===== config.mk =====
export PLATFORM = sky130hd
export DESIGN_NAME = fp_to_twos_decoder
export DESIGN_NICKNAME = d
export VERILOG_FILES = /design/src/rtl/fp_conv_pkg.sv /design/src/rtl/sign_mag_to_twos.sv /design/src/rtl/fp_to_twos_decoder.sv
export SDC_FILE = /design/constraint.sdc
export NUM_CORES = 1
export LEC_CHECK = 0
export ABC_CLOCK_PERIOD_IN_PS = 4900
export BUFFER_PORTS_ARGS = -buffer_cell sky130_fd_sc_hd__buf_2
export CAP_MARGIN = 20
export CORE_AREA = 2 2 52 54
export DETAILED_ROUTE_END_ITERATION = 16
export DIE_AREA = 0 0 54 56
export HOLD_SLACK_MARGIN = 0.12
export PLACE_DENSITY = 0.8
export SLEW_MARGIN = 20
export SYNTH_ARGS = -nofsm -noshare
export SYNTH_HDL_FRONTEND = slang
export SYNTH_HIERARCHICAL = 1
export SYNTH_SLANG_ARGS = --single-unit

===== constraint.sdc =====
create_clock -name clk -period 4.9 [get_ports clk]
set_input_delay 0.245 -clock clk [delete_from_list [all_inputs] [get_ports clk]]
set_output_delay 0.245 -clock clk [all_outputs]
set_load 0.1 [all_outputs]

===== src/rtl/fp_conv_pkg.sv =====
// rtl/fp_conv_pkg.sv - shared constants and FSM encoding for the float/two's-complement convertors
//
// Purpose: default field widths, decoder FSM state encoding, and the bit
// positions of the packed 8-bit float {S, E[2:0], F[3:0]}.
// Ports: none (package).

package fp_conv_pkg;

    localparam int DEF_EXP_W  = 3;
    localparam int DEF_MANT_W = 4;
    localparam int DEF_OUT_W  = 12;

    // Packed float layout: [7] sign, [6:4] exponent, [3:0] significand.
    localparam int FLT_W        = 1 + DEF_EXP_W + DEF_MANT_W;
    localparam int FLT_SIGN_BIT = FLT_W - 1;
    localparam int FLT_EXP_MSB  = FLT_W - 2;
    localparam int FLT_EXP_LSB  = DEF_MANT_W;
    localparam int FLT_MANT_MSB = DEF_MANT_W - 1;
    localparam int FLT_MANT_LSB = 0;

    typedef enum logic [1:0] {
        ST_IDLE  = 2'd0,
        ST_SHIFT = 2'd1,
        ST_SIGN  = 2'd2,
        ST_DONE  = 2'd3
    } dec_state_t;

endpackage


===== src/rtl/sign_mag_to_twos.sv =====
// rtl/sign_mag_to_twos.sv - combinational sign/magnitude to two's-complement convertor
//
// Purpose: D = sign ? -mag : mag, W bits, carry-out of the negation dropped,
// so a negative zero magnitude yields 0.
// Ports:
//   sign  in   1  sign of the value
//   mag   in   W  unsigned magnitude
//   twos  out  W  two's-complement result

module sign_mag_to_twos #(
    parameter int W = 12
) (
    input  logic         sign,
    input  logic [W-1:0] mag,
    output logic [W-1:0] twos
);

    always_comb begin
        twos = mag;
        if (sign) begin
            twos = ~mag + W'(1);
        end
    end

endmodule


===== src/rtl/fp_to_twos_decoder.sv =====
// rtl/fp_to_twos_decoder.sv - iterative 8-bit float to 12-bit two's-complement decoder
//
// Purpose: converts V = (-1)^S * F * 2^E into an OUT_W-bit two's-complement
// word using one left shift per cycle, then a sign step.
// Ports:
//   clk        in   1       rising-edge clock
//   rst        in   1       synchronous active-high reset
//   in_valid   in   1       float input valid
//   in_ready   out  1       decoder idle, can accept a float
//   in_sign    in   1       S
//   in_exp     in   EXP_W   E
//   in_mant    in   MANT_W  F
//   out_valid  out  1       out_data holds a result
//   out_ready  in   1       consumer accepts out_data
//   out_data   out  OUT_W   result, two's complement (0 when not valid)

module fp_to_twos_decoder
    import fp_conv_pkg::*;
#(
    parameter int EXP_W  = fp_conv_pkg::DEF_EXP_W,
    parameter int MANT_W = fp_conv_pkg::DEF_MANT_W,
    parameter int OUT_W  = fp_conv_pkg::DEF_OUT_W
) (
    input  logic              clk,
    input  logic              rst,
    input  logic              in_valid,
    output logic              in_ready,
    input  logic              in_sign,
    input  logic [EXP_W-1:0]  in_exp,
    input  logic [MANT_W-1:0] in_mant,
    output logic              out_valid,
    input  logic              out_ready,
    output logic [OUT_W-1:0]  out_data
);

    // Largest shifted magnitude must leave the MSB free for the sign.
    generate
        if (MANT_W + (2 ** EXP_W) - 1 > OUT_W - 1) begin : g_illegal_widths
            $error("fp_to_twos_decoder: MANT_W + 2^EXP_W - 1 exceeds OUT_W - 1");
        end
    endgenerate

    dec_state_t        state, state_n;
    logic [OUT_W-1:0]  acc, acc_n;
    logic [EXP_W-1:0]  cnt, cnt_n;
    logic              sign, sign_n;
    logic [OUT_W-1:0]  acc_signed;

    sign_mag_to_twos #(
        .W (OUT_W)
    ) u_sign_mag_to_twos (
        .sign (sign),
        .mag  (acc),
        .twos (acc_signed)
    );

    always_ff @(posedge clk) begin
        if (rst) begin
            state <= ST_IDLE;
            acc   <= '0;
            cnt   <= '0;
            sign  <= 1'b0;
        end else begin
            state <= state_n;
            acc   <= acc_n;
            cnt   <= cnt_n;
            sign  <= sign_n;
        end
    end

    always_comb begin
        state_n   = state;
        acc_n     = acc;
        cnt_n     = cnt;
        sign_n    = sign;
        in_ready  = 1'b0;
        out_valid = 1'b0;
        out_data  = '0;

        case (state)
            ST_IDLE: begin
                in_ready = 1'b1;
                if (in_valid) begin
                    sign_n  = in_sign;
                    cnt_n   = in_exp;
                    acc_n   = {{(OUT_W - MANT_W){1'b0}}, in_mant};
                    state_n = ST_SHIFT;
                end
            end
            ST_SHIFT: begin
                if (cnt != '0) begin
                    acc_n = acc << 1;
                    cnt_n = cnt - EXP_W'(1);
                end else begin
                    state_n = ST_SIGN;
                end
            end
            ST_SIGN: begin
                acc_n   = acc_signed;
                state_n = ST_DONE;
            end
            ST_DONE: begin
                out_valid = 1'b1;
                out_data  = acc;
                if (out_ready) begin
                    state_n = ST_IDLE;
                end
            end
            default: begin
                state_n = ST_IDLE;
            end
        endcase
    end

endmodule


* After elaboration in Yosys (flattened, before gate mapping)
Index checks and enable logic that the tools add are counted.
** Word-level totals
- Register bits :: 18
- Input port bits :: 12
- Output and inout bits :: 14
- Logic and storage cells :: 37
** Operators by class
- Add/sub/neg operators :: 2
- Equality and inequality tests :: 8
- Muxes and demuxes :: 14
- Bitwise operators :: 1
- Reductions and logical operators :: 8
** Operator list (count)
- 12-bit 2-to-1 mux :: 4
- 12-bit case mux with 3 select lines :: 1
- 12-bit by 1-bit adder with 12-bit output (second input constant) :: 1
- 12-bit inverter :: 1
- 2-bit inequality test (second input constant) :: 5
- 2-bit case mux with 4 select lines :: 1
- 2-bit 2-to-1 mux :: 3
- 3-bit 2-to-1 mux :: 2
- 3-bit case mux with 2 select lines :: 1
- 3-bit AND reduction :: 2
- 3-bit nonzero test :: 2
- 2-bit equality test (second input constant) :: 2
- 4-bit AND reduction :: 1
- 3-bit by 1-bit subtractor with 3-bit output (second input constant) :: 1
- 2-bit by 1-bit equality test with 1-bit output (second input constant) :: 1
- 2-bit logical NOT :: 1
- 1-bit 2-to-1 mux :: 2
- 2-bit AND reduction :: 1
- 2-bit nonzero test :: 1

* Depth between registers and ports, before layout
Gate-level depths: netlist of the first run.
- Depth after elaboration :: 4
- Depth in mapped cells :: 8
- Gate-level depth less buffers :: 8

* Hierarchy
The synthesis of the first run kept the hierarchy.
** Modules (own cells, without submodules)
- fp_to_twos_decoder :: times used 1, cells each 133, area each 1079.8 um2, sequential area each 360.3 um2
- sign_mag_to_twos :: times used 1, cells each 34, area each 289.0 um2, sequential area each 0.0 um2

* Least setup slack after synthesis of the first run
Ideal clock, no wire load.
- Kind :: flip-flop to output port
- Start point :: reg state[1]
- End point :: out out_data[10]
- Arrival time :: 2327 ps
- Slack :: 2328 ps
- Stages on the path, launching flop included :: 4
- Buffers on the path :: 1
- Cell sequence :: dfxtp_1 -> ha_1 -> clkbuf_1 -> and2_1
** Between the ends
- Cells in the longest elaborated chain, start to end :: 2
** RTL lines
- from (decl) :: RTL line fp_to_twos_decoder.sv:43 : dec_state_t state, state_n;
- from (signal assigned) :: RTL line fp_to_twos_decoder.sv:64 : state <= state_n;
- 2-bit equality test :: RTL line fp_to_twos_decoder.sv:80 : case (state)
- 12-bit 2-to-1 mux :: RTL line fp_to_twos_decoder.sv:80
- to (decl) :: RTL line fp_to_twos_decoder.sv:33 : output logic [OUT_W-1:0] out_data
Every way passes these cells.

* Worst setup path in the final report of the first run
- Start point :: reg state[1]
- End point :: reg acc[3]
** Between the ends
- Cells in the longest elaborated chain, start to end :: 3
- Elaborated cells on any way between the ends :: 9
** RTL lines
- 2-bit by 1-bit equality test with 1-bit output (tied with other cells) :: RTL line fp_to_twos_decoder.sv:80
- 2-bit inequality test (no source line) or 3-bit nonzero test (tied branches)
- 4-bit AND reduction (no source line)
- to (signal assigned) :: RTL line fp_to_twos_decoder.sv:65 : acc <= acc_n;
- to (decl) :: RTL line fp_to_twos_decoder.sv:44 : logic [OUT_W-1:0] acc, acc_n;
Parallel ways exist; a longest one is shown, timed or not.
A chain may end at the register's enable or synchronous reset.

==> results of run 1 <==
==> cell usage after synthesis <==
master	n
a211oi_1	2
clkbuf_1	5
and2_1	12
nor3_2	1
or3_4	1
buf_1	1
o41ai_2	1
o31ai_2	2
nand2b_1	5
nor2b_1	2
nand2_1	17
a311oi_1	1
nand3_1	9
clkbuf_2	1
or4_4	1
xnor2_1	11
or4_1	2
o41ai_4	1
ha_1	8
o31ai_1	3
a22o_1	8
a32oi_1	1
or3_1	1
inv_1	9
dfxtp_1	18
a31o_2	1
nor3_1	1
buf_4	2
a21oi_1	15
o21ai_0	4
mux2i_1	2
nor2_1	7
buf_6	2
o211ai_1	3
a22oi_1	3
a221oi_2	1
buf_2	2
and3b_4	1
==> path summary, 6_finish.rpt <==
kind	from	to	slack, ps	depth (start not counted)
setup / recovery	state[1]$_SDFFE_PP0P_	acc[3]$_SDFFE_PP0P_	2600	6
hold / removal	in_sign	sign$_SDFFE_PP0P_	190	3
setup reg to reg	state[1]$_SDFFE_PP0P_	acc[3]$_SDFFE_PP0P_	2600	6
hold reg to reg	acc[11]$_SDFFE_PP0P_	acc[11]$_SDFFE_PP0P_	500	2
==> metal layers <==
| metal | track usage | up-vias | part of all wire |
|---|---|---|---|
| met5 | 0 | - | 0 |
| met1 | 0.298 | 583 | 0.44 |
| met2 | 0.336 | 44 | 0.48 |
| met4 | 0.0750 | 0 | 0.017 |
| li1 | - | 620 | - |
| met3 | 0.0296 | 7 | 0.055 |
==> power breakdown <==
| part | leakage, µW | internal [µW] | switching (µW) |
|---|---|---|---|
| Sequential | 0.000147 | 186 | 56.2 |
| Combinational | 0.000460 | 203 | 399 |
| Clock | 0.0000210 | 45.3 | 50.5 |
==> registers in the layout (all words and copies together), names as in the netlist <==
name,count
sign,1
state,2
acc,12
cnt,3
==> layout make-up <==
| type | instances | area (µm²) |
|---|---|---|
| Multi-Input combinational cell | 127 | 900 |
| Timing Repair Buffer | 25 | 125 |
| Tap cell | 30 | 37.5 |
| Clock buffer | 4 | 36.3 |
| Fill cell | 222 | 940 |
| Inverter | 9 | 33.8 |
| Sequential cell | 18 | 360 |
==> through the flow <==
stage          hold WS, ps  power (µW)   util  cell area (µm²)
2_1_floorplan          392         773      -             1370
3_3_place_gp           476         818  0.599             1460
3_5_place_dp           486         838  0.599             1460
4_1_cts                189         937  0.614             1490
5_1_grt                204        1020  0.614             1490
6_report               187         940  0.614             1490
==> worst max-delay path: stages (launching register included) <==
cell      delay, ps
dfxtp_1         410
inv_1            80
ha_1            440
and3b_4         320
nor3_2          640
o211ai_1        200
a21oi_1         160
==> cells by family (layout without fill, tap and decap cells) <==
kind of cell | after synthesis | after routing | synth area share
DFF | 18 | 18 | 0.263
and+or+nand+nor | 60 | 60 | 0.238
muxes | 2 | 2 | 0.0146
xor gates and xnor gates | 11 | 11 | 0.0704
AOI/OAI and AO/OA | 46 | 46 | 0.261
buffers and inverters | 22 | 38 | 0.0795
adders and majority gates | 8 | 8 | 0.0731
==> impl_metrics.json, run 1 <==
{
  "status": "complete, no violations",
  "power.density_mw_per_mm2": 630,
  "syn_area_per_cell_um2": 8.20,
  "cp-start-kind": "flip-flop",
  "final.period_utilization": 0.469,
  "root_buffer": "clkbuf_4",
  "setup_viol": 0,
  "hpwl_mm": 2.06,
  "layout_commonest_cell": "buf_2",
  "power_leakage_uw": 0.000628,
  "die_h_um": 56,
  "start_util": 0.563,
  "tns_ps": 0,
  "dp_cells": 209,
  "antenna_found_initial": 0,
  "cts_tree": "yes",
  "grt_pass1_vias": 1094,
  "clkLatencyLatePin_ps": 300,
  "syn_area_mm2": 0.00137,
  "cp-end-kind": "flip-flop",
  "yosys_register_bits": 18,
  "clock_skew_ps": 2.45,
  "vias_per_cell": 5.89,
  "maxSlewViolCount": 0,
  "critPathKind": "flip-flop to flip-flop",
  "min_path_type": "primary input to flip-flop",
  "routed_wirelength_mm": 3.00,
  "cts_sinks": 18,
  "slew_headroom": 0.474,
  "synth.yosys.warnings": 6,
  "htree_levels": 1,
  "pre_cts_slack_ps": 2640,
  "drcViolationCount": 0,
  "dieArea_mm2": 0.00302,
  "finalWeightedCongestion": 0.828,
  "first_iter_violations": 36,
  "irDropWorstVdd_v": 0.000515,
  "grt_max_degree": 20,
  "final_cells": 213,
  "vias": 1254,
  "netlist_top_cells_area": "dfxtp_1 26%, ha_1 7.3%, xnor2_1 7.0%",
  "worstPathArrival_ps": 2540,
  "fp-row-count": 18,
  "max_freq_mhz": 435,
  "clk_transition_reported_paths_ps": 110,
  "layout_setup_ws_ps": 2600,
  "period_minus_slack_ps": 2300,
  "cts_resized": 0,
  "die_w_um": 54,
  "critical_path_peak_fanout": 19,
  "cts_buffer_depth": 2,
  "first_pass_iters": 4,
  "synth_top_area_cell": "dfxtp_1",
  "overflow": 0,
  "wl_per_cell_um": 14.1,
  "drive_above_1_share": 0.213,
  "port_buffers": 25,
  "worstMarginPinSlew_ps": 785,
  "grt_pass1_wl_mm": 4.95,
  "postCtsSetupBuffers": 0,
  "layout_common_cells": "25 x buf_2, 18 x dfxtp_1, 17 x nand2_1",
  "grtUsageTotal": 0.216,
  "synth_nets": 187,
  "antenna_left": 0,
  "core_mm2": 0.00243,
  "area_growth_syn_to_layout_pct": 9.05,
  "yosysSeqAreaShare": 0.263,
  "required_ps": 5140,
  "hold_viol_final": 0,
  "synth_cells": 167,
  "yosysTopAreaCellShare": 0.263,
  "synthDistinctLibCells": 38,
  "hold_buffers": 0,
  "fin_nets": 204,
  "cts_made_buffers": 3,
  "rsz0062_at_grt": "false",
  "cap_violations": 0,
  "antenna_cells": 0,
  "pin_count": 26
}
(Power assumes the default switching activity.)
==> inputs of run 2 (changes only) <==
Settings changed: ABC_AREA from default to 1, ABC_CLOCK_PERIOD_IN_PS 4900 to 2300, CORE_AREA 2 2 52 54 to 2 2 57 59, DIE_AREA 0 0 54 56 to 0 0 59 61, PLACE_DENSITY 0.8 to 0.76.
Clock period 4.9 ns to 2.3 ns, I/O delays scaled along.
==> run 2 against run 1 <==
  * Via count up 28%
  * Final cell count up 51%
  * Critical path depth down 2
  * Combinational power up 99%
  * Sequential power up 100%
  * Flip-flop and latch count unchanged
  * Global-route usage up 0.32 points
  * Register-to-register slack worse by 2000 ps
  * Hold slack worse by 44 ps
  * Utilization down 2.3 points
  * Sequential share of layout area down 3.5 points
  * Area after synthesis up 15%
  * Critical path type is now flip-flop to primary output
  * Critical endpoint is now out_data[0]
==> impl_metrics.json, run 2 <==
{
  "yosysTopAreaCellShare": 0.229,
  "rrSetupSlack_ps": 630,
  "synth_cells": 265,
  "synth_compound_gate_area_share": 0.105,
  "start_util": 0.534,
  "postCtsSetupBuffers": 0,
  "p_sw_frac": 0.555,
  "tns_ps": 0,
  "overflow": 0,
  "ff_latch_area_um2": 360,
  "final.period_utilization": 0.794,
  "dieArea_mm2": 0.00360,
  "die_w_um": 59,
  "cap_violations": 0,
  "synth_top_family_by_area": "simple AND/OR/NAND/NOR gates",
  "synth_ff_type": "dfxtp_1",
  "synth_fa_ha_area_frac": 0.0635,
  "cts_resized": 0,
  "pre_cts_slack_ps": 678,
  "worstSetupPathDepth": 4,
  "reg.largest.list": "acc x12, cnt x3, state x2",
  "grt_pass1_vias": 1318,
  "setup_viol": 0,
  "power_leakage_uw": 0.000961,
  "internal_power_uw": 845,
  "area_growth_syn_to_layout_pct": 10.6,
  "status": "complete, no violations",
  "vias_per_cell": 4.98,
  "fin_nets": 310,
  "yosysSeqAreaShare": 0.229,
  "netlist_top_cells_area": "dfxtp_1 23%, nand2_1 23%, inv_1 9.5%",
  "root_buffer": "clkbuf_4",
  "slowest_delay_ps": 420,
  "synth.most_common_cell": "nand2_1",
  "core_mm2": 0.00295,
  "synth_edf_count": 0,
  "cp_slowest_cell": "dfxtp_1",
  "irDropWorstVdd_v": 0.000907,
  "worstPathArrival_ps": 1710,
  "die_h_um": 61,
  "wl_per_cell_um": 11.0,
  "syn_area_per_cell_um2": 5.95,
  "htree_levels": 1,
  "first_iter_violations": 90,
  "clock_skew_ps": 1.81,
  "combPwrFrac": 0.634,
  "worstMarginPinSlew_ps": 509,
  "required_ps": 2180,
  "holdPathStages": 5,
  "hpwl_mm": 2.62,
  "cp-start-kind": "flip-flop",
  "pin_count": 26,
  "layout_common_cells": "96 x nand2_1, 40 x inv_1, 25 x nor2_1, 25 x buf_2",
  "power_frac_seq": 0.258,
  "vias": 1605,
  "yosys_register_bits": 18,
  "layout_setup_ws_ps": 473,
  "fp-row-count": 20,
  "crit_chain": "ha_2 -> nand2_1 -> inv_1 -> buf_2",
  "multi_input_comb_area_um2": 995,
  "synth.top_cells.by_count": "96 x nand2_1, 40 x inv_1, 25 x nor2_1, 18 x dfxtp_1, 18 x nand3_1",
  "cts_buffer_depth": 2,
  "synthMuxAreaShare": 0,
  "grt_pass1_wl_mm": 5.96,
  "power.density_mw_per_mm2": 1090,
  "antenna_found_initial": 0,
  "drive_above_1_share": 0.204,
  "first_pass_iters": 4,
  "min_path_type": "primary input to flip-flop",
  "slew_headroom": 0.660,
  "regMostFlops": "acc",
  "cts_sinks": 18,
  "hold_viol_final": 0,
  "syn_area_mm2": 0.00158,
  "holdWs_ps": 143,
  "cts_made_buffers": 3,
  "maxSlewViolCount": 0,
  "synth.yosys.warnings": 6,
  "drcViolationCount": 0,
  "synth_top_area_cell": "dfxtp_1",
  "synth_nets": 285,
  "port_buffers": 25,
  "synthDistinctLibCells": 23,
  "finalWeightedCongestion": 0.861,
  "yosys.area_share.simple": 0.433,
  "antenna_cells": 0,
  "period_minus_slack_ps": 1830,
  "layout_commonest_cell": "nand2_1",
  "synthArstFlopShare": 0,
  "reg2reg_depth": 10,
  "path_buf_inv": 2,
  "cpLargestDelayFamily": "buffers and inverters",
  "rsz0062_at_grt": "false",
  "clk_transition_reported_paths_ps": 110,
  "cp-end-kind": "primary output",
  "p_clk_frac": 0.108,
  "largest_reg_flops": 12,
  "critical_path_peak_fanout": 15,
  "max_freq_mhz": 547,
  "critPathKind": "flip-flop to primary output",
  "cts_tree": "yes",
  "routed_wirelength_mm": 3.55,
  "p_switching_uw": 1050,
  "synth_xor_area_frac": 0.0278,
  "clkLatencyLatePin_ps": 300,
  "grt_max_degree": 17,
  "grtUsageTotal": 0.219,
  "nFillCells": 336,
  "antenna_left": 0
}
==> run 2: cell count changes after synthesis, moves of 8 or more <==
cell	delta
a22o_1	-8
nand3_1	+9
inv_1	+31
nor2_1	+18
xnor2_1	-9
and2_1	-12
nand2_2	+11
nand2_1	+79
==> run 2: area by class of cell <==
class	instances	area share
Multi-Input combinational cell	196	0.571
Sequential cell	18	0.207
Inverter	44	0.0948
Timing Repair Buffer	27	0.0833
Tap cell	33	0.0237
Clock buffer	4	0.0208
==> run 2: tightest hold or removal path: stages <==
cell	delay [ps]
buf_2	80
nand2_1	40
nand3_1	70
nor2_1	40
nor2_1	80
==> run 2: path summary, 6_finish.rpt <==
kind,start,end
worst min-delay path,in_mant[1],acc[1]$_SDFFE_PP0P_
worst max register to register,acc[0]$_SDFFE_PP0P_,acc[6]$_SDFFE_PP0P_
worst max-delay path,state[1]$_SDFFE_PP0P_,out_data[0]
worst min register to register,cnt[2]$_SDFFE_PP0P_,cnt[2]$_SDFFE_PP0P_
==> run 2: cell families (layout without fill, tap and decap cells) <==
family / Yosys count / in the layout
fa+ha+maj: 8 / 8
compound gates: 27 / 27
simple gates: 156 / 156
buf+inv: 51 / 75
flops: 18 / 18
xor+xnor: 5 / 5
==> run 2: power groups by stage <==
stage	Clock, µW	Sequential, µW	Combinational, µW
3_3_place_gp	0	494	1190
5_1_grt	225	509	1350
2_1_floorplan	0	466	1070
4_1_cts	215	490	1210
6_report	205	489	1200
3_5_place_dp	0	497	1200
==> run 2: per-layer routing <==
layer,part of all wire,track usage
met1,0.45,0.283
met2,0.48,0.375
met3,0.044,0.0277
met4,0.020,0.0812
met5,0,0
==> run 2: what timing repair did <==
item / 4_1_cts / 5_1_grt
hold buffers: 2 / 0
hold endpoints to repair: 1 / 0
setup endpoints to repair: 0 / 0
==> run 2: metrics by stage <==
stage                util  total power (µW)  std cells  cell area [µm²]
finish              0.590              1900        322             1740
global route        0.590              2090        322             1740
CTS                 0.590              1910        322             1740
detailed placement  0.571              1700        316             1690
global placement    0.571              1680        316             1690
floorplan               -              1530        265             1580
==> inputs of run 3 (changes only) <==
Settings changed: ABC_CLOCK_PERIOD_IN_PS 2300 to 1650, CORE_AREA 2 2 57 59 to 2 2 59 61, DIE_AREA 0 0 59 61 to 0 0 61 63, PLACE_DENSITY 0.76 to 0.74.
Clock period 2.3 ns to 1.65 ns, I/O delays scaled along.
==> run 3 against run 2 <==
  * Clock power rose by 38%
  * Sequential share of layout area down 3.3 points
  * Register-to-register slack got worse by 540 ps
  * Via count up 2.9%
==> impl_metrics.json, run 3 (synthesized netlist as in run 2, its figures left out) <==
{
  "irDropWorstVdd_v": 0.00109,
  "hpwl_mm": 2.76,
  "fin_util": 0.650,
  "drive_above_1_share": 0.277,
  "wl_per_cell_um": 10.7,
  "cts_tree": "yes",
  "rsz0062_at_grt": "true",
  "routed_wirelength_mm": 3.70,
  "critical_path_peak_fanout": 5,
  "cts_made_buffers": 3,
  "critPathKind": "flip-flop to flip-flop",
  "cts_buffer_depth": 2,
  "antenna_found_initial": 0,
  "grtUsageTotal": 0.220,
  "internal_power_uw": 1330,
  "die_w_um": 61,
  "path_buf_inv": 2,
  "antenna_left": 0,
  "cp-end-kind": "flip-flop",
  "finalWeightedCongestion": 0.858,
  "antenna_cells": 0,
  "start_util": 0.488,
  "nFillCells": 292,
  "vias": 1652,
  "crit_chain": "inv_1 -> ha_4 -> nand3_1 -> dlygate4sd3_1 -> a21oi_1",
  "cp-start-kind": "flip-flop",
  "first_iter_violations": 76,
  "combPwrFrac": 0.664,
  "design_area_mm2": 0.00210,
  "layout_commonest_cell": "nand2_1",
  "pin_count": 26,
  "worstPathArrival_ps": 1790,
  "power.density_mw_per_mm2": 1360,
  "slew_headroom": 0.680,
  "slowest_delay_ps": 550,
  "reg.largest.list": "acc x12, cnt x3, state x2",
  "fin_nets": 321,
  "power_frac_seq": 0.237,
  "worstMarginPinSlew_ps": 483,
  "drcViolationCount": 0,
  "cts_sinks": 18,
  "hold_viol_final": 0,
  "cpLargestDelayFamily": "buffers and inverters",
  "vias_per_cell": 4.77,
  "final.period_utilization": 0.944,
  "cp_slowest_cell": "dlygate4sd3_1",
  "first_pass_iters": 4,
  "status": "complete, no violations",
  "layout_common_cells": "96 x nand2_1, 30 x inv_1, 25 x nor2_1",
  "die_h_um": 63,
  "power_leakage_uw": 0.000945,
  "clock_skew_ps": 0.864,
  "grt_pass1_vias": 1586,
  "dieArea_mm2": 0.00384,
  "root_buffer": "clkbuf_4",
  "p_switching_uw": 1520,
  "port_buffers": 25,
  "grt_max_degree": 16,
  "min_path_type": "primary input to flip-flop",
  "area_growth_syn_to_layout_pct": 33.3,
  "clkLatencyLatePin_ps": 300,
  "overflow": 0,
  "multi_input_comb_area_mm2": 0.00102,
  "required_ps": 1880,
  "period_minus_slack_ps": 1560,
  "regMostFlops": "acc",
  "max_freq_mhz": 642,
  "setup_viol": 0,
  "core_mm2": 0.00323,
  "htree_levels": 1,
  "clk_transition_reported_paths_ps": 110,
  "p_sw_frac": 0.534,
  "ff_latch_area_um2": 364,
  "grt_pass1_wl_mm": 6.58,
  "cap_violations": 0,
  "maxSlewViolCount": 0,
  "largest_reg_flops": 12,
  "fp-row-count": 21,
  "dpl_cell_area_mm2": 0.00196,
  "p_clk_frac": 0.099
}
==> run 3: area by class of cell <==
cell class	count	area share
Clock buffer	4	0.0173
Sequential cell	18	0.173
Multi-Input combinational cell	196	0.487
Inverter	44	0.0965
Tap cell	46	0.0274
Timing Repair Buffer	38	0.198
==> run 3: final timing paths <==
path	depth (start not counted)	from	slack, ps	endpoint
worst max-delay path	5	state[0]$_SDFFE_PP0P_	90	sign$_SDFFE_PP0P_
worst min-delay path	5	in_mant[0]	130	acc[0]$_SDFFE_PP0P_
worst max register to register	5	state[0]$_SDFFE_PP0P_	90	sign$_SDFFE_PP0P_
worst min register to register	2	cnt[1]$_SDFFE_PP0P_	500	cnt[1]$_SDFFE_PP0P_
==> run 3: through the flow <==
stage	setup TNS (ps)	instances	worst slack, ps	hold WS, ps	power (µW)
2_1_floorplan	0	265	14.3	234	2210
3_3_place_gp	0	335	160	348	2490
3_5_place_dp	0	335	114	352	2510
4_1_cts	0	344	0.253	130	2820
5_1_grt	-33.9	346	-32.5	142	3140
6_report	0	346	92.8	130	2850
==> run 3: routing by layer <==
metal	routed length [µm]	global-route usage	up-vias
met4	37	0.0842	0
met2	1890	0.378	43
met5	0	0	-
li1	-	-	871
met1	1620	0.270	734
met3	147	0.0269	4
==> run 3: worst reg2reg max path, delay by kind of cell (launching register included) <==
family | cells | cell delay (ps)
buf+inv | 2 | 690
fa+ha+maj | 1 | 200
flops | 1 | 370
compound gates | 1 | 150
simple gates | 1 | 80
==> run 3: what timing repair did <==
| action | in CTS | in global routing |
|---|---|---|
| endpoints found under the hold margin | 4 | 0 |
| setup buffers | 0 | 2 |
| endpoints found under the setup margin | 2 | 27 |
| cloned | 0 | 0 |
| gates resized for setup | 2 | 10 |
| hold buffers | 5 | 0 |
==> run 3: power by group through the flow <==
stage                     Clock (µW)  Combinational (µW)  Sequential [µW]
after global routing             310                2130              695
after detailed placement           0                1840              675
after global placement             0                1810              672
after floorplan                    0                1550              658
after CTS                        293                1860              666
final                            283                1890              675
